===== config.mk =====
export PLATFORM = sky130hd
export DESIGN_NAME = four_bit_addsub_arbiter_flat
export DESIGN_NICKNAME = d
export VERILOG_FILES = /design/src/rtl/four_bit_addsub_arbiter_pkg.sv /design/src/rtl/four_bit_addsub_arbiter_if.sv /design/src/rtl/four_bit_2x1_mux.sv /design/src/rtl/four_bit_addsub.sv /design/src/rtl/four_bit_addsub_arbiter.sv /design/src/flat_wrapper.sv
export SDC_FILE = /design/constraint.sdc
export NUM_CORES = 1
export LEC_CHECK = 0
export ABC_AREA = 1
export CORE_MARGIN = 2
export CORE_UTILIZATION = 46
export CTS_CLUSTER_SIZE = 28
export DETAILED_ROUTE_END_ITERATION = 8
export GPL_TIMING_DRIVEN = 0
export PLACE_DENSITY = 0.78
export SYNTH_ARGS = -nofsm -noshare
export SYNTH_HDL_FRONTEND = slang
export SYNTH_SLANG_ARGS = --single-unit

===== constraint.sdc =====
create_clock -name i_clk -period 2 [get_ports i_clk]
set_clock_uncertainty 0.05 [all_clocks]
set_input_delay 0.3 -clock i_clk [delete_from_list [all_inputs] [get_ports i_clk]]
set_output_delay 0.3 -clock i_clk [all_outputs]
set_load 0.01 [all_outputs]

===== src/rtl/four_bit_addsub_arbiter_pkg.sv =====
// Shared constants and types for the two-requester 4-bit add/sub arbiter.
// Imported by the interface, the datapath and the top level.
package four_bit_addsub_arbiter_pkg;

  localparam int WIDTH = 4;

  typedef enum logic [1:0] {
    ST_IDLE = 2'd0,
    ST_EXEC = 2'd1,
    ST_DONE = 2'd2
  } state_t;

  localparam logic ID_REQ0 = 1'b0;
  localparam logic ID_REQ1 = 1'b1;

  typedef struct packed {
    logic [WIDTH-1:0] result;
    logic             carry_out;
    logic             overflow;
  } addsub_res_t;

endpackage


===== src/rtl/four_bit_addsub_arbiter_if.sv =====
// Bundle of requester, grant and result-handshake signals for the arbiter.
// master = operand sources plus result consumer, slave = the arbiter.
interface four_bit_addsub_arbiter_if;
  import four_bit_addsub_arbiter_pkg::*;

  logic             req_0;
  logic [WIDTH-1:0] a_0;
  logic [WIDTH-1:0] b_0;
  logic             sub_0;
  logic             req_1;
  logic [WIDTH-1:0] a_1;
  logic [WIDTH-1:0] b_1;
  logic             sub_1;
  logic             gnt_0;
  logic             gnt_1;
  logic             res_valid;
  logic             res_ready;
  logic             res_id;
  logic [WIDTH-1:0] result;
  logic             carry_out;
  logic             overflow;

  modport master (
    output req_0, a_0, b_0, sub_0,
    output req_1, a_1, b_1, sub_1,
    output res_ready,
    input  gnt_0, gnt_1,
    input  res_valid, res_id, result, carry_out, overflow
  );

  modport slave (
    input  req_0, a_0, b_0, sub_0,
    input  req_1, a_1, b_1, sub_1,
    input  res_ready,
    output gnt_0, gnt_1,
    output res_valid, res_id, result, carry_out, overflow
  );

endinterface


===== src/rtl/four_bit_2x1_mux.sv =====
// Plain 4-bit 2:1 multiplexer used for operand routing.
module four_bit_2x1_mux (
  input  logic [3:0] i_d0,
  input  logic [3:0] i_d1,
  input  logic       i_sel,
  output logic [3:0] o_y
);

  assign o_y = i_sel ? i_d1 : i_d0;

endmodule


===== src/rtl/four_bit_addsub.sv =====
// Combinational 4-bit adder/subtractor: A + (Sub ? ~B : B) + Sub.
// Carry out is "no borrow" when subtracting.
module four_bit_addsub
  import four_bit_addsub_arbiter_pkg::*;
(
  input  logic [WIDTH-1:0] i_a,
  input  logic [WIDTH-1:0] i_b,
  input  logic             i_sub,
  output logic [WIDTH-1:0] o_result,
  output logic             o_carry_out,
  output logic             o_overflow
);

  logic [WIDTH-1:0] w_b_eff;
  logic [WIDTH:0]   w_sum;

  assign w_b_eff = i_sub ? ~i_b : i_b;
  assign w_sum   = {1'b0, i_a} + {1'b0, w_b_eff} + {{WIDTH{1'b0}}, i_sub};

  assign o_result    = w_sum[WIDTH-1:0];
  assign o_carry_out = w_sum[WIDTH];
  // Signed overflow: same-sign effective operands producing an opposite-sign result
  assign o_overflow  = (i_a[WIDTH-1] == w_b_eff[WIDTH-1]) &&
                       (w_sum[WIDTH-1] != i_a[WIDTH-1]);

endmodule


===== src/rtl/four_bit_addsub_arbiter.sv =====
// Round-robin arbiter sharing one registered 4-bit add/sub stage between two
// requesters; the tagged result is held under a valid/ready handshake.
module four_bit_addsub_arbiter #(
  parameter int   WIDTH          = 4,    // only 4 is supported
  parameter logic FIRST_PRIORITY = 1'b0
) (
  input  logic                      i_clk,
  input  logic                      i_rst_n,
  four_bit_addsub_arbiter_if.slave  bus
);
  import four_bit_addsub_arbiter_pkg::*;

  state_t           r_state;
  state_t           w_state_next;
  logic             r_last_id;
  logic [WIDTH-1:0] r_a;
  logic [WIDTH-1:0] r_b;
  logic             r_sub;
  logic             r_id;
  logic [WIDTH-1:0] r_result;
  logic             r_carry_out;
  logic             r_overflow;
  logic             r_res_id;
  logic             r_res_valid;

  logic             w_any_req;
  logic             w_win_id;
  logic             w_grant;
  logic [WIDTH-1:0] w_a_sel;
  logic [WIDTH-1:0] w_b_sel;
  logic [WIDTH-1:0] w_sub_sel;
  logic [WIDTH-1:0] w_result;
  logic             w_carry_out;
  logic             w_overflow;

  // Round-robin: on a tie the requester that did not win last time goes first
  always_comb begin
    w_any_req = bus.req_0 | bus.req_1;
    if (bus.req_0 && bus.req_1) begin
      w_win_id = ~r_last_id;
    end else if (bus.req_1) begin
      w_win_id = ID_REQ1;
    end else begin
      w_win_id = ID_REQ0;
    end
  end

  four_bit_2x1_mux u_mux_a (
    .i_d0  (bus.a_0),
    .i_d1  (bus.a_1),
    .i_sel (w_win_id),
    .o_y   (w_a_sel)
  );

  four_bit_2x1_mux u_mux_b (
    .i_d0  (bus.b_0),
    .i_d1  (bus.b_1),
    .i_sel (w_win_id),
    .o_y   (w_b_sel)
  );

  four_bit_2x1_mux u_mux_sub (
    .i_d0  ({3'b000, bus.sub_0}),
    .i_d1  ({3'b000, bus.sub_1}),
    .i_sel (w_win_id),
    .o_y   (w_sub_sel)
  );

  four_bit_addsub u_addsub (
    .i_a         (r_a),
    .i_b         (r_b),
    .i_sub       (r_sub),
    .o_result    (w_result),
    .o_carry_out (w_carry_out),
    .o_overflow  (w_overflow)
  );

  // Grant is masked during reset so no pulse appears while Reset_n is low
  always_comb begin
    w_state_next = r_state;
    w_grant      = 1'b0;
    case (r_state)
      ST_IDLE: begin
        if (w_any_req && i_rst_n) begin
          w_grant      = 1'b1;
          w_state_next = ST_EXEC;
        end
      end
      ST_EXEC: begin
        w_state_next = ST_DONE;
      end
      ST_DONE: begin
        if (bus.res_ready) begin
          w_state_next = ST_IDLE;
        end
      end
      default: begin
        w_state_next = ST_IDLE;
      end
    endcase
  end

  always_ff @(posedge i_clk or negedge i_rst_n) begin
    if (!i_rst_n) begin
      r_state <= ST_IDLE;
    end else begin
      r_state <= w_state_next;
    end
  end

  always_ff @(posedge i_clk or negedge i_rst_n) begin
    if (!i_rst_n) begin
      r_last_id <= ~FIRST_PRIORITY;
      r_a       <= '0;
      r_b       <= '0;
      r_sub     <= 1'b0;
      r_id      <= 1'b0;
    end else if (w_grant) begin
      r_last_id <= w_win_id;
      r_a       <= w_a_sel;
      r_b       <= w_b_sel;
      r_sub     <= w_sub_sel[0];
      r_id      <= w_win_id;
    end
  end

  // Result registers keep their last value after the consumer takes it
  always_ff @(posedge i_clk or negedge i_rst_n) begin
    if (!i_rst_n) begin
      r_result    <= '0;
      r_carry_out <= 1'b0;
      r_overflow  <= 1'b0;
      r_res_id    <= 1'b0;
      r_res_valid <= 1'b0;
    end else if (r_state == ST_EXEC) begin
      r_result    <= w_result;
      r_carry_out <= w_carry_out;
      r_overflow  <= w_overflow;
      r_res_id    <= r_id;
      r_res_valid <= 1'b1;
    end else if ((r_state == ST_DONE) && bus.res_ready) begin
      r_res_valid <= 1'b0;
    end
  end

  assign bus.gnt_0     = w_grant && (w_win_id == ID_REQ0);
  assign bus.gnt_1     = w_grant && (w_win_id == ID_REQ1);
  assign bus.res_valid = r_res_valid;
  assign bus.res_id    = r_res_id;
  assign bus.result    = r_result;
  assign bus.carry_out = r_carry_out;
  assign bus.overflow  = r_overflow;

endmodule


===== src/flat_wrapper.sv =====
// flat-port wrapper written by rule: the top's interface ports become plain ports
module four_bit_addsub_arbiter_flat import four_bit_addsub_arbiter_pkg::*;
#(
  parameter int   WIDTH          = 4,                          
  parameter logic FIRST_PRIORITY = 1'b0
)
  (i_clk, i_rst_n, bus_req_0, bus_a_0, bus_b_0, bus_sub_0, bus_req_1, bus_a_1, bus_b_1, bus_sub_1, bus_res_ready, bus_gnt_0, bus_gnt_1, bus_res_valid, bus_res_id, bus_result, bus_carry_out, bus_overflow);
  four_bit_addsub_arbiter_if bus_i ();
  input  logic i_clk;
  input  logic i_rst_n;
  input wire logic [$bits(bus_i.req_0)-1:0] bus_req_0;
  input wire logic [$bits(bus_i.a_0)-1:0] bus_a_0;
  input wire logic [$bits(bus_i.b_0)-1:0] bus_b_0;
  input wire logic [$bits(bus_i.sub_0)-1:0] bus_sub_0;
  input wire logic [$bits(bus_i.req_1)-1:0] bus_req_1;
  input wire logic [$bits(bus_i.a_1)-1:0] bus_a_1;
  input wire logic [$bits(bus_i.b_1)-1:0] bus_b_1;
  input wire logic [$bits(bus_i.sub_1)-1:0] bus_sub_1;
  input wire logic [$bits(bus_i.res_ready)-1:0] bus_res_ready;
  output wire logic [$bits(bus_i.gnt_0)-1:0] bus_gnt_0;
  output wire logic [$bits(bus_i.gnt_1)-1:0] bus_gnt_1;
  output wire logic [$bits(bus_i.res_valid)-1:0] bus_res_valid;
  output wire logic [$bits(bus_i.res_id)-1:0] bus_res_id;
  output wire logic [$bits(bus_i.result)-1:0] bus_result;
  output wire logic [$bits(bus_i.carry_out)-1:0] bus_carry_out;
  output wire logic [$bits(bus_i.overflow)-1:0] bus_overflow;
  assign bus_i.req_0 = bus_req_0;
  assign bus_i.a_0 = bus_a_0;
  assign bus_i.b_0 = bus_b_0;
  assign bus_i.sub_0 = bus_sub_0;
  assign bus_i.req_1 = bus_req_1;
  assign bus_i.a_1 = bus_a_1;
  assign bus_i.b_1 = bus_b_1;
  assign bus_i.sub_1 = bus_sub_1;
  assign bus_i.res_ready = bus_res_ready;
  assign bus_gnt_0 = bus_i.gnt_0;
  assign bus_gnt_1 = bus_i.gnt_1;
  assign bus_res_valid = bus_i.res_valid;
  assign bus_res_id = bus_i.res_id;
  assign bus_result = bus_i.result;
  assign bus_carry_out = bus_i.carry_out;
  assign bus_overflow = bus_i.overflow;
  four_bit_addsub_arbiter #(.WIDTH(WIDTH), .FIRST_PRIORITY(FIRST_PRIORITY)) u_core (.i_clk(i_clk), .i_rst_n(i_rst_n), .bus(bus_i));
endmodule

# Word level (Yosys, flattened, before mapping)
# Cells that the tools add are included.
# op_classes
add_sub_neg,2
mux,13
bitwise_logic,4
n_eq_ne,6
n_reduce_logical,9
# ops
operator,count
$mux 4,3
$mux 1,7
$logic_and 1x1->1,6
$pmux 2 s3,1
$add 4x4->5,1
$add 5x1->5,1
$mux 2,2
$not 4->4,1
$eq 2x1->1 const B,1
$eq 2x2->1 const B,1
$logic_not 2->1,1
$ne 2x1->1 const B,1
$ne 2x2->1 const B,1
$not 1->1,2
$reduce_and 2->1,1
$reduce_bool 2->1,1
$eq 1x1->1,1
$ne 1x1->1,1
$or 1x1->1,1
# word_totals
register_bits,21

# Longest topological paths before layout
# Gate-level depths: netlist (run 1).
# depth
word_depth,6
ltp_mapped,10
ltp_nobuf,9

# Hierarchy
# Synthesis (run 1) repeated with hierarchy kept, for this count alone.
# hier_totals
hier_cells,163
hier_area_um2,1231.2
# modules_own_cells
module,instances,area_each_um2,seq_area_each_um2,cells_each
four_bit_addsub_arbiter,1,877.1,526.8,95
four_bit_addsub,1,207.7,0.0,29
four_bit_2x1_mux,3,48.8,0.0,13

# Worst setup path after synthesis (run 1)
# OpenSTA, ideal clock, no wires.
# synth_timing
path_kind,register to register
start,register u_core.r_sub
end,register u_core.r_overflow (netlist: u_core.bus.overflow)
setup_time_ns,0.117
path_slack_ns,0.470
period_less_slack_ns,1.530
path_stages_with_launch,8
n_path_buf,1
t_arrival_ns,1.363
path_cell_list,dfrtp_1 > clkbuf_2 > xor2_1 > ha_1 > a21oi_1 > nand3_1 > nand3_1 > nand2_1
# synth_via
elab_chain_cells,5
word_cells_on_any_way,6
# synth_rtl
item,line,text
"start, declared",four_bit_addsub_arbiter.sv:18,logic r_sub;
"start signal, assigned",four_bit_addsub_arbiter.sv:122,r_sub <= w_sub_sel[0];
$mux 4,four_bit_addsub.sv:17,assign w_b_eff = i_sub ? ~i_b : i_b;
$add 4x4->5,four_bit_addsub.sv:18,"assign w_sum = {1'b0, i_a} + {1'b0, w_b_eff} + {{WIDTH{1'b0}}, i_sub};"
$add 5x1->5,four_bit_addsub.sv:18,
$ne 1x1->1,four_bit_addsub.sv:24,(w_sum[WIDTH-1] != i_a[WIDTH-1]);
$logic_and 1x1->1 *,four_bit_addsub.sv:23,assign o_overflow = (i_a[WIDTH-1] == w_b_eff[WIDTH-1]) &&
"end signal, assigned",four_bit_addsub_arbiter.sv:138,r_overflow <= w_overflow;
"end, declared",four_bit_addsub_arbiter.sv:22,logic r_overflow;
# Mark *: on every way between the ends. The rest lies on a longest branch, timed or not.
# A chain may end at the register's enable or synchronous reset.

# Final worst setup path (run 1)
# layout_timing
start,register u_core.r_state[1]
end,output bus_gnt_0
# layout_via
elab_chain_cells,3
# layout_rtl
item,line,text
"start, declared",four_bit_addsub_arbiter.sv:13,state_t r_state;
"start signal, assigned",four_bit_addsub_arbiter.sv:107,r_state <= w_state_next;
$logic_not 2->1,four_bit_addsub_arbiter.sv:82,case (r_state)
$mux 1,four_bit_addsub_arbiter.sv:82,
$logic_and 1x1->1,four_bit_addsub_arbiter.sv:146,assign bus.gnt_0 = w_grant && (w_win_id == ID_REQ0);
"end, declared",flat_wrapper.sv:20,output wire logic [$bits(bus_i.gnt_0)-1:0] bus_gnt_0;
# Every way passes these cells.

==> flow_summary_export.csv, run 1 <==
group,metric,value,unit
outcome,outcome,"complete, no violations",
timing,clock_period_minus_final_worst_setup_slack,1.867,ns
critical_path,cell_repeated_most_along_the_worst_path,"sky130_fd_sc_hd__inv_2",
clocking,clock_tree.root_cell,"sky130_fd_sc_hd__clkbuf_4",
route,totalWireLength,2172,um
hold_path,hold-path-endpoint,"u_core.r_last_id",
hold_path,hold_depth,5,
floorplanning,initial_utilization,47.38,%
critical_path,worstSetupPathType,"reg -> out",
floorplanning,chipHeight,54.05,um
placement,buffer_ports.inserted,32,
critical_path,path_buf_inv,3,
critical_path,reg2reg_to,"u_core.bus.result[3]",
finish,diodes,0,
clocking,cts.sink_count,21,
critical_path,path_max_fanout,9,
critical_path,critPathSlowestCell,"sky130_fd_sc_hd__dfrtp_2",
pwr,leakage,0.0007952,uW
synth,synth_seq_cells,21,
placement,detailedPlacementHpwl,1706,um
timing,setup_repair_after_global_routing_missed_its_margin,"false",
synth,async_set_reset_flop_share_out_of_synthesis,100.0,%
timing,worst-slew-pin-transition,0.8630,ns
clocking,worst_setup_hold_path_clk_slew,0.10,ns
route,vias,974,
placement,finalWeightedCongestion,0.7596,
finish,final_nets,211,
placement,area_of_placed_instances,1510,um^2
clocking,clock_tree.buffer_depth,2,
synth,ys_dominant_reg_cell,"sky130_fd_sc_hd__dfrtp_1",
floorplanning,die_w,54.05,um
critical_path,crit_path_max_incr_delay,0.46,ns
floorplanning,io_pins,33,
floorplanning,placeableCoreArea,2432,um^2
pwr,cellPowerDensity,1221,nW/um^2
grt,antenna_found_initial,0,
synth,synth-edff-count,0,
pwr,power.ir.vdd_worst,0.6769,mV
critical_path,critical_path_start_type,"register",
route,drc,0,
floorplanning,die-area,2921,um^2
finish,synthToLayoutAreaGrowth,35.18,%
hold_path,min_path_type,"in -> reg",
critical_path,r2r_slack,0.34,ns
critical_path,timing.critical_path.depth,6,
clocking,cts_inserted_buffers,3,
run,max-cap-violations,0,
grt,grt_pass1_vias,900,
synth,post_synth_instance_area,1152,um^2
clocking,h-tree-depth,1,
grt,global_route_wire_length_before_repair,3629,um
route,drt_pass1_iterations,4,
finish,drive_gt1_share,12.57,%
critical_path,crit_chain,"inv_2 -> nand3_4 -> nor2_4 -> inv_2 -> nor2_1 -> dlygate4sd2_1",
clocking,cts_tree,"built",
timing,max_slew_margin,42.27,%
pwr,post-layout-total-power,1903,uW
critical_path,type_of_element_capturing_the_critical_path,"output port",
route,drt_iter0_drc,10,
timing,setup-violations-final,0,
timing,max_freq,535.5,MHz
route,antenna_left,0,
critical_path,rr_worst_depth,7,
synth,mean_instance_size_in_the_synthesized_netlist,8.002,um^2
grt,grt_max_degree,21,
synth,ys.warnings.count,0,
timing,finalHoldViolations,0,
grt,grt_overflow_total,0,
critical_path,launch_instance_of_the_worst_register_to_register_path,"u_core.r_sub",
critical_path,cp_data_arrival_time,1.52,ns
route,routedWlPerCell,10.20,um
synth,synthesis.nets,171,
synth,sequential_fraction_of_the_synthesis_area,45.71,%
critical_path,worst_path_dominant_cell_family,"flip-flops",
timing,drv_slew,0,
floorplanning,fp-row-count,18,
finish,finalInstanceArea,1558,um^2
grt,track_usage,17.04,%
synth,synth.lib_cells_used.distinct,22,
route,route.detailed.vias_per_inst,4.573,
timing,period_share,93.37,%
critical_path,worstPathRequired,1.65,ns
hold_path,min_from,"i_rst_n",
synth,netlist_instances,144,
clocking,clk-insertion-delay-late,0.30,ns
[state kept, by name (all words and copies together), names as in the netlist]
register / count
u_core.bus.result: 4
u_core.r_a: 4
u_core.r_b: 4
u_core.r_state: 2
u_core.bus.carry_out: 1
u_core.bus.overflow: 1
u_core.bus.res_id: 1
u_core.bus.res_valid: 1
u_core.r_id: 1
u_core.r_last_id: 1
u_core.r_sub: 1
[synth_stat cells, types with 2 or more instances]
library cell               n  area (um^2)
sky130_fd_sc_hd__nand3_1   4        20.02
sky130_fd_sc_hd__dfrtp_1  20        500.5
sky130_fd_sc_hd__inv_2     4        15.01
sky130_fd_sc_hd__o21ai_2   4        35.03
sky130_fd_sc_hd__nand2_1  76        285.3
sky130_fd_sc_hd__buf_6     2        22.52
sky130_fd_sc_hd__nor2_1    4        15.01
sky130_fd_sc_hd__nor2_4    2        22.52
sky130_fd_sc_hd__ha_1      3        37.54
sky130_fd_sc_hd__o21ai_0   4        20.02
sky130_fd_sc_hd__inv_1     6        22.52
sky130_fd_sc_hd__xor2_1    3        26.28
sky130_fd_sc_hd__a21oi_1   3        15.01
[power breakdown]
| part | internal, uW | switching (uW) | total [uW] |
|---|---|---|---|
| clock | 77.7 | 120 | 198 |
| sequential | 609 | 120 | 729 |
| combinational | 471 | 505 | 976 |
| total | 1160 | 745 | 1900 |
[logic make-up (layout without fill, tap and decap cells)]
logic type / Yosys count / in the layout / share of synthesized area (%)
adder cells (fa/ha/maj): 4 / 4 / 4.995
XOR/XNOR: 4 / 4 / 3.041
flip-flops: 21 / 21 / 45.71
buffers and inverters: 15 / 54 / 7.708
AO/OA/AOI/OAI: 12 / 12 / 6.731
AND/OR/NAND/NOR: 88 / 88 / 31.81
[layout by cell type (no fill, tap or decap), drive strengths merged]
| cell | instances |
|---|---|
| xor2 | 3 |
| a21oi | 3 |
| o211ai | 1 |
| xnor2 | 1 |
| dlygate4sd2 | 2 |
| nand4 | 1 |
| clkdlybuf4s50 | 29 |
| buf | 5 |
| nand2 | 76 |
| ha | 3 |
| dfrtp | 20 |
| clkbuf | 5 |
| nand3 | 5 |
| dfstp | 1 |
| o21ai | 8 |
| fa | 1 |
| dlygate4sd3 | 2 |
| inv | 11 |
| nor2 | 6 |
[worst max-delay path by stage]
stage	endpoint	slack, ns	startpoint
final	bus_gnt_0	0.13	u_core.r_state[1]
after detailed placement	bus_gnt_0	-0.98	i_rst_n
after floorplan	u_core.bus.overflow	0.47	u_core.r_sub
after global routing	bus_gnt_0	0.01	u_core.r_state[1]
after global placement	bus_gnt_0	-0.91	i_rst_n
after CTS	bus_gnt_0	0.12	u_core.r_state[1]
[routing by layer]
layer,track usage [%],vias up,share of wire (%)
li1,-,526,-
met1,20.73,408,44
met2,30.69,35,47
met3,1.944,5,7.2
met4,6.250,0,1.7
met5,0,-,0
[metrics by stage]
stage                     setup TNS, ns  cells  worst slack (ns)  util, %  hold slack [ns]
after floorplan                       0    144            0.4699        -         -0.04559
after global placement           -3.648    206           -0.9116    62.09           0.4042
after detailed placement         -4.347    206           -0.9757    62.09           0.4098
after CTS                             0    213            0.1161    64.04           0.3421
after global routing                  0    213          0.009599    64.04           0.3728
final                                 0    213            0.1326    64.04           0.3485
[final cells by class]
class	count	area [um^2]
tap	30	37.54
clock buffer	4	26.28
inverter	11	46.29
fill	222	874.6
sequential	21	528.0
timing repair buffer	35	340.3
buffer	4	42.54
multi-input combinational	108	536.8
[worst reg2reg max path, stage by stage, from the launching register on]
cell and delay [ns]:
sky130_fd_sc_hd__dfrtp_1 0.37, sky130_fd_sc_hd__clkbuf_2 0.15, sky130_fd_sc_hd__xor2_1 0.17, sky130_fd_sc_hd__ha_1 0.33
sky130_fd_sc_hd__a21oi_1 0.23, sky130_fd_sc_hd__nand2_1 0.10, sky130_fd_sc_hd__nand2_1 0.07, sky130_fd_sc_hd__nand3_1 0.07
[what timing repair did]
action	CTS	global route
setup endpoints to repair	2	0
hold buffers	2	0
resized for setup	8	0
setup buffers	1	0
hold endpoints to repair	20	0
No activity file was read; power rests on OpenSTA's default activity.
==> inputs of run 2 (changes only) <==
ABC_AREA = 0   (was 1)
ABC_CLOCK_PERIOD_IN_PS = 2000   (was default)
CELL_PAD_IN_SITES_DETAIL_PLACEMENT = 0   (was default)
CELL_PAD_IN_SITES_GLOBAL_PLACEMENT = 1   (was default)
CORE_UTILIZATION = 34   (was 46)
PLACE_DENSITY = default   (was 0.78)
PLACE_DENSITY_LB_ADDON = 0.1   (was default)
==> run 2 against run 1 <==
Global-route usage decreased by 3.1 points. Routed wire length is 3.5% lower. Clock power increased by 6%. Flip-flop and latch count did not move. Largest cell class is now registers. Non-clock buffer count grew 3. Critical endpoint unchanged. Highest routed layer unchanged. Sequential share of layout area grew 2.2 points. Combinational power grew 13%. Cell area down 6.3%. Power up 8.5%. Final cell count is 23% lower. Register-to-register slack got worse by 0.15 ns. Via count down 17%.
==> flow_summary_export.csv, run 2 <==
group,metric,value,unit
floorplanning,chipHeight,59.17,um
synth,post_synth_and_or_nand_nor_area_fraction,7.739,%
synth,synth.largest_area_cell,"sky130_fd_sc_hd__dfrtp_1",
route,totalWireLength,2097,um
synth,synth-edff-count,0,
timing,clock_period_minus_final_worst_setup_slack,1.843,ns
grt,grt_max_degree,21,
synth,post_synth_instance_area,1035,um^2
placement,buffer_ports.inserted,32,
route,route.detailed.vias_per_inst,4.903,
finish,synthToLayoutAreaGrowth,41.11,%
clocking,cts.sink_count,21,
synth,synth_top_family_by_area,"compound AO/OA/AOI/OAI gates",
timing,setup_repair_after_global_routing_missed_its_margin,"false",
clocking,clock_tree.root_cell,"sky130_fd_sc_hd__clkbuf_4",
floorplanning,initial_utilization,34.75,%
clocking,cts_tree,"built",
critical_path,cp_data_arrival_time,1.49,ns
floorplanning,fp-row-count,20,
pwr,leakage,0.0007137,uW
outcome,outcome,"complete, no violations",
route,drt_iter0_drc,74,
synth,synth_commonest_cells,"20 x sky130_fd_sc_hd__dfrtp_1, 13 x sky130_fd_sc_hd__inv_1, 9 x sky130_fd_sc_hd__a222oi_1",
timing,drv_slew,0,
floorplanning,placeableCoreArea,2978,um^2
synth,synth_xor_area_share,5.925,%
run,max-cap-violations,0,
grt,antenna_found_initial,0,
timing,finalHoldViolations,0,
finish,final_nets,160,
clocking,worst_setup_hold_path_clk_slew,0.13,ns
synth,netlist_instances,90,
critical_path,timing.critical_path.from,"u_core.r_state[0]",
synth,synth.lib_cells_used.distinct,25,
clocking,clk-insertion-delay-late,0.30,ns
pwr,power.ir.vdd_worst,0.4415,mV
synth,ys_dominant_reg_cell,"sky130_fd_sc_hd__dfrtp_1",
grt,global_route_wire_length_before_repair,3670,um
route,drc,0,
synth,ys_top_cells_by_area,"sky130_fd_sc_hd__dfrtp_1 48%, sky130_fd_sc_hd__a222oi_1 8.7%, sky130_fd_sc_hd__inv_1 4.7%",
critical_path,path_max_fanout,6,
synth,synth_seq_cells,21,
synth,yosys.cell_count.top_type,"sky130_fd_sc_hd__dfrtp_1",
placement,detailedPlacementHpwl,1526,um
synth,multiplexer_share_of_the_synthesized_area,2.539,%
finish,drive_gt1_share,16.67,%
hold_path,min_path_type,"reg -> reg",
hold_path,min_from,"u_core.r_last_id",
timing,max_freq,542.7,MHz
synth,synth.top_cell.area_share,48.37,%
synth,ys.warnings.count,0,
route,drt_pass1_iterations,5,
floorplanning,io_pins,33,
synth,async_set_reset_flop_share_out_of_synthesis,100.0,%
grt,grt_pass1_vias,785,
placement,area_of_placed_instances,1396,um^2
finish,count_of_filler_cells_inserted_in_the_layout,288,
critical_path,critical_path_start_type,"register",
timing,setup-violations-final,0,
pwr,cellPowerDensity,1414,nW/um^2
grt,track_usage,13.97,%
floorplanning,die_w,59.17,um
critical_path,worstPathRequired,1.65,ns
synth,synthesis.nets,117,
floorplanning,die-area,3501,um^2
clocking,h-tree-depth,1,
route,antenna_left,0,
critical_path,launch_instance_of_the_worst_register_to_register_path,"u_core.r_sub",
timing,worst-slew-pin-transition,0.8807,ns
synth,synth_compound_area_share,19.59,%
finish,mostFrequentLayoutCell,"sky130_fd_sc_hd__clkdlybuf4s50_1",
finish,multi_input_area,427.9,um^2
grt,grt_overflow_total,0,
synth,mean_instance_size_in_the_synthesized_netlist,11.50,um^2
clocking,cts_inserted_buffers,3,
synth,synth_adder_area_share,5.562,%
timing,max_slew_margin,41.09,%
pwr,post-layout-total-power,2064,uW
timing,period_share,92.13,%
finish,diodes,0,
clocking,clock_tree.buffer_depth,2,
route,routedWlPerCell,12.71,um
route,vias,809,
synth,sequential_fraction_of_the_synthesis_area,50.91,%
finish,finalInstanceArea,1460,um^2
finish,area.sequential,526.8,um^2
critical_path,type_of_element_capturing_the_critical_path,"output port",
finish,commonest_cells_after_routing_fill_and_taps_aside,"29 x sky130_fd_sc_hd__clkdlybuf4s50_1, 20 x sky130_fd_sc_hd__dfrtp_1, 13 x sky130_fd_sc_hd__inv_1",
placement,finalWeightedCongestion,0.6947,
critical_path,worstSetupPathType,"reg -> out",
==> run 2: cell count changes in the layout (fill, tap and decap cells not counted), sizes merged, moves of 2 or more <==
cell         delta
a222oi          +9
buf             +4
and3            +2
a21o            +2
inv             +2
a21oi           +2
nand2b          +2
nand2          -68
mux2            +2
dlygate4sd2     -2
xor2            +2
nand3           -5
nor2            -6
==> run 2: where the power goes <==
part	leakage, uW	switching (uW)	total [uW]	internal [uW]
combinational	0.000437	497	1100	602
sequential	0.000259	141	757	616
clock	0.0000177	134	209	74.4
==> run 2: what timing repair did <==
action,CTS,global route
setup buffers,3,2
setup endpoints to repair,14,2
pin swaps,1,1
endpoints found under the hold margin,20,0
resized for setup,11,3
hold buffers,2,0
==> run 2: final cells by class <==
cell class,instances,share of cell area (%)
timing repair buffer,39,25.02
sequential,21,36.08
buffer,3,1.542
tap,33,2.828
clock buffer,3,1.542
inverter,13,3.342
multi-input combinational,52,29.31
clock inverter,1,0.3428
==> run 2: final timing paths <==
check                           slack (ns)                  end  depth (start not counted)
worst min-delay path                  0.43     u_core.r_last_id                          2
worst min register to register        0.43     u_core.r_last_id                          2
worst max register to register        0.19  u_core.bus.overflow                          6
worst max-delay path                  0.16            bus_gnt_0                          4
max in group asynchronous             0.76        u_core.r_b[3]                          2
min in group asynchronous             0.46     u_core.r_last_id                          2
==> run 2: routing by layer <==
metal	wire, um	GRT usage [%]	part of all wire (%)	vias up
met5	0	0	0	-
met4	19	4.870	0.91	0
met3	107	2.183	5.1	2
met2	1023	22.38	49	24
met1	947	19.17	45	379
li1	-	-	-	404
==> run 2: through the flow <==
stage	setup TNS [ns]	worst slack, ns	instances	util (%)	hold WS [ns]
floorplan	0	0.2916	90	-	-0.04559
global placement	-9.518	-1.216	155	46.89	0.4033
detailed placement	-9.913	-1.239	155	46.89	0.4088
CTS	0	0.007613	163	48.87	0.4296
global route	0	0.02505	165	49.03	0.4433
finish	0	0.1575	165	49.03	0.4266
==> run 2: logic make-up (layout without fill, tap and decap cells) <==
group / count (synthesis) / after routing
AOI/OAI and AO/OA: 25 / 25
xor gates and xnor gates: 7 / 7
adders and majority gates: 4 / 4
buffers and inverters: 17 / 59
DFF: 21 / 21
muxes: 2 / 2
and+or+nand+nor: 14 / 14
==> run 2: critical path, stage by stage (launching register included) <==
cell	delay, ns
sky130_fd_sc_hd__dfrtp_1	0.44
sky130_fd_sc_hd__nor3b_2	0.24
sky130_fd_sc_hd__buf_4	0.15
sky130_fd_sc_hd__and3_4	0.22
sky130_fd_sc_hd__buf_2	0.14
==> inputs of run 3 (changes only) <==
GPL_TIMING_DRIVEN = default   (was 0)
TNS_END_PERCENT = 20   (was default)
==> run 3 against run 2 <==
Flip-flop and latch count unchanged. Global-route usage is 0.76 points lower. Register-to-register slack improved by 0.04 ns. Hold slack worse by 0.089 ns. Final cell count shrank 3.6%. Cell area shrank 2.1%. Combinational power about the same. Routed wire length down 3.6%. Worst setup slack got worse by 0.077 ns. Critical endpoint is now bus_gnt_1. Largest cell class unchanged. Largest power group unchanged.
==> flow_summary_export.csv, run 3 (synthesis gave the netlist of run 2 again) <==
group,metric,value,unit
critical_path,path_max_fanout,3,
critical_path,rr_worst_depth,5,
clocking,clock_tree.root_cell,"sky130_fd_sc_hd__clkbuf_4",
route,routedWlPerCell,12.71,um
timing,max_slew_margin,65.54,%
floorplanning,die-area,3501,um^2
placement,area_of_placed_instances,1395,um^2
critical_path,cp_data_arrival_time,1.57,ns
finish,diodes,0,
clocking,cts_tree,"built",
clocking,worst_setup_hold_path_clk_slew,0.11,ns
finish,drive_gt1_share,12.70,%
grt,grt_overflow_total,0,
placement,buffer_ports.inserted,32,
timing,finalHoldViolations,0,
timing,period_share,95.95,%
pwr,post-layout-total-power,2073,uW
floorplanning,die_w,59.17,um
critical_path,timing.critical_path.depth,4,
floorplanning,fp-row-count,20,
clocking,clk-insertion-delay-late,0.29,ns
floorplanning,chipHeight,59.17,um
run,max-cap-violations,0,
grt,global_route_wire_length_before_repair,3408,um
grt,grt_max_degree,22,
critical_path,critical_path_start_type,"input pin",
timing,max_freq,521.1,MHz
critical_path,worst_path_dominant_cell_family,"buffers and inverters",
critical_path,worstPathRequired,1.65,ns
critical_path,type_of_element_capturing_the_critical_path,"output port",
route,totalWireLength,2021,um
route,antenna_left,0,
critical_path,critPathSlowestCell,"sky130_fd_sc_hd__clkdlybuf4s50_1",
pwr,leakage,0.0006886,uW
finish,finalInstanceArea,1430,um^2
finish,final_core_utilization,48.03,%
finish,commonest_cells_after_routing_fill_and_taps_aside,"30 x sky130_fd_sc_hd__clkdlybuf4s50_1, 20 x sky130_fd_sc_hd__dfrtp_1, 13 x sky130_fd_sc_hd__inv_1",
pwr,comb_power_share,53.7,%
pwr,power.sequential.fraction,36.9,%
pwr,power.ir.vdd_worst,0.5934,mV
clocking,cts_inserted_buffers,3,
clocking,cts.sink_count,21,
finish,multi_input_area,439.2,um^2
timing,setup_repair_after_global_routing_missed_its_margin,"false",
timing,setup-violations-final,0,
placement,finalWeightedCongestion,0.6967,
pwr,power.switching_fraction,37.16,%
placement,detailedPlacementHpwl,1555,um
finish,synthToLayoutAreaGrowth,38.21,%
outcome,outcome,"complete, no violations",
timing,worst-slew-pin-transition,0.5169,ns
route,route.detailed.vias_per_inst,4.899,
pwr,cellPowerDensity,1450,nW/um^2
grt,grt_pass1_vias,766,
pwr,power_report.internal_total,1303,uW
floorplanning,placeableCoreArea,2978,um^2
pwr,power_frac_clock,9.4,%
route,drt_pass1_iterations,4,
finish,cell_count_final_fillers_out,159,
floorplanning,io_pins,33,
route,drc,0,
grt,antenna_found_initial,0,
finish,count_of_filler_cells_inserted_in_the_layout,287,
placement,post-place-cells,155,
clocking,h-tree-depth,1,
route,drt_iter0_drc,39,
finish,mostFrequentLayoutCell,"sky130_fd_sc_hd__clkdlybuf4s50_1",
hold_path,min_path_type,"in -> async",
finish,final_nets,154,
critical_path,crit_path_max_incr_delay,0.48,ns
finish,area.sequential,526.8,um^2
floorplanning,initial_utilization,34.75,%
timing,clock_period_minus_final_worst_setup_slack,1.919,ns
timing,fin_worst_hold_slack,0.3372,ns
route,vias,779,
clocking,clock_tree.buffer_depth,2,
critical_path,path_buf_inv,2,
timing,drv_slew,0,
clocking,hold_buffers,0,
grt,track_usage,13.20,%
critical_path,crit_chain,"clkdlybuf4s50_1 -> nor3b_4 -> and3_4 -> dlygate4sd2_1",
critical_path,worstSetupPathType,"in -> out",
pwr,total_switching_power,770.3,uW
[run 3: changes by cell type in the layout (fill, tap and decap cells not counted), sizes merged]
| cell | previous run | this run |
|---|---|---|
| clkdlybuf4s50 | 29 | 30 |
| dlygate4sd2 | 0 | 2 |
| buf | 9 | 4 |
| dlygate4sd3 | 2 | 0 |
| clkinv | 1 | 0 |
| clkbuf | 5 | 4 |
[run 3: worst paths after layout]
check                      slack (ns)        startpoint                    to
max                              0.08           i_rst_n             bus_gnt_1
min                              0.34           i_rst_n     u_core.r_state[1]
max reg2reg                      0.23      u_core.r_sub  u_core.bus.carry_out
min reg2reg                      0.42  u_core.r_last_id      u_core.r_last_id
max in group asynchronous        1.29           i_rst_n      u_core.r_last_id
min in group i_clk               0.42  u_core.r_last_id      u_core.r_last_id
[run 3: timing repair]
item                                    CTS  global route
endpoints found under the setup margin    2             0
buffers inserted                          0             0
gates resized for setup                   4             0
[run 3: power by group through the flow]
stage / sequential, uW / combinational (uW) / clock, uW
2_1_floorplan: 779 / 738 / 0
3_3_place_gp: 766 / 1110 / 0
3_5_place_dp: 775 / 1130 / 0
4_1_cts: 770 / 1140 / 209
5_1_grt: 791 / 1240 / 229
6_report: 765 / 1110 / 195
[run 3: area by class of cell]
class | instances | area share (%)
clock buffer | 4 | 1.837
timing repair buffer | 36 | 24.32
sequential | 21 | 36.83
inverter | 13 | 3.412
tap | 33 | 2.887
multi-input combinational | 52 | 30.71
[run 3: stage by stage]
step           setup slack, ns  TNS, ns
6_report               0.08091        0
5_1_grt                0.03442        0
4_1_cts                0.08309        0
3_5_place_dp           -0.2248  -0.4219
3_3_place_gp           -0.2286  -0.4330
2_1_floorplan           0.2916        0
[run 3: metal layers]
layer	routed length, um	share of wire [%]	vias to the layer above	track usage [%]
met5	0	0	-	0
met4	19	0.94	0	4.870
met3	92	4.6	2	2.620
met2	947	47	22	21.11
met1	963	48	364	17.73
li1	-	-	391	-
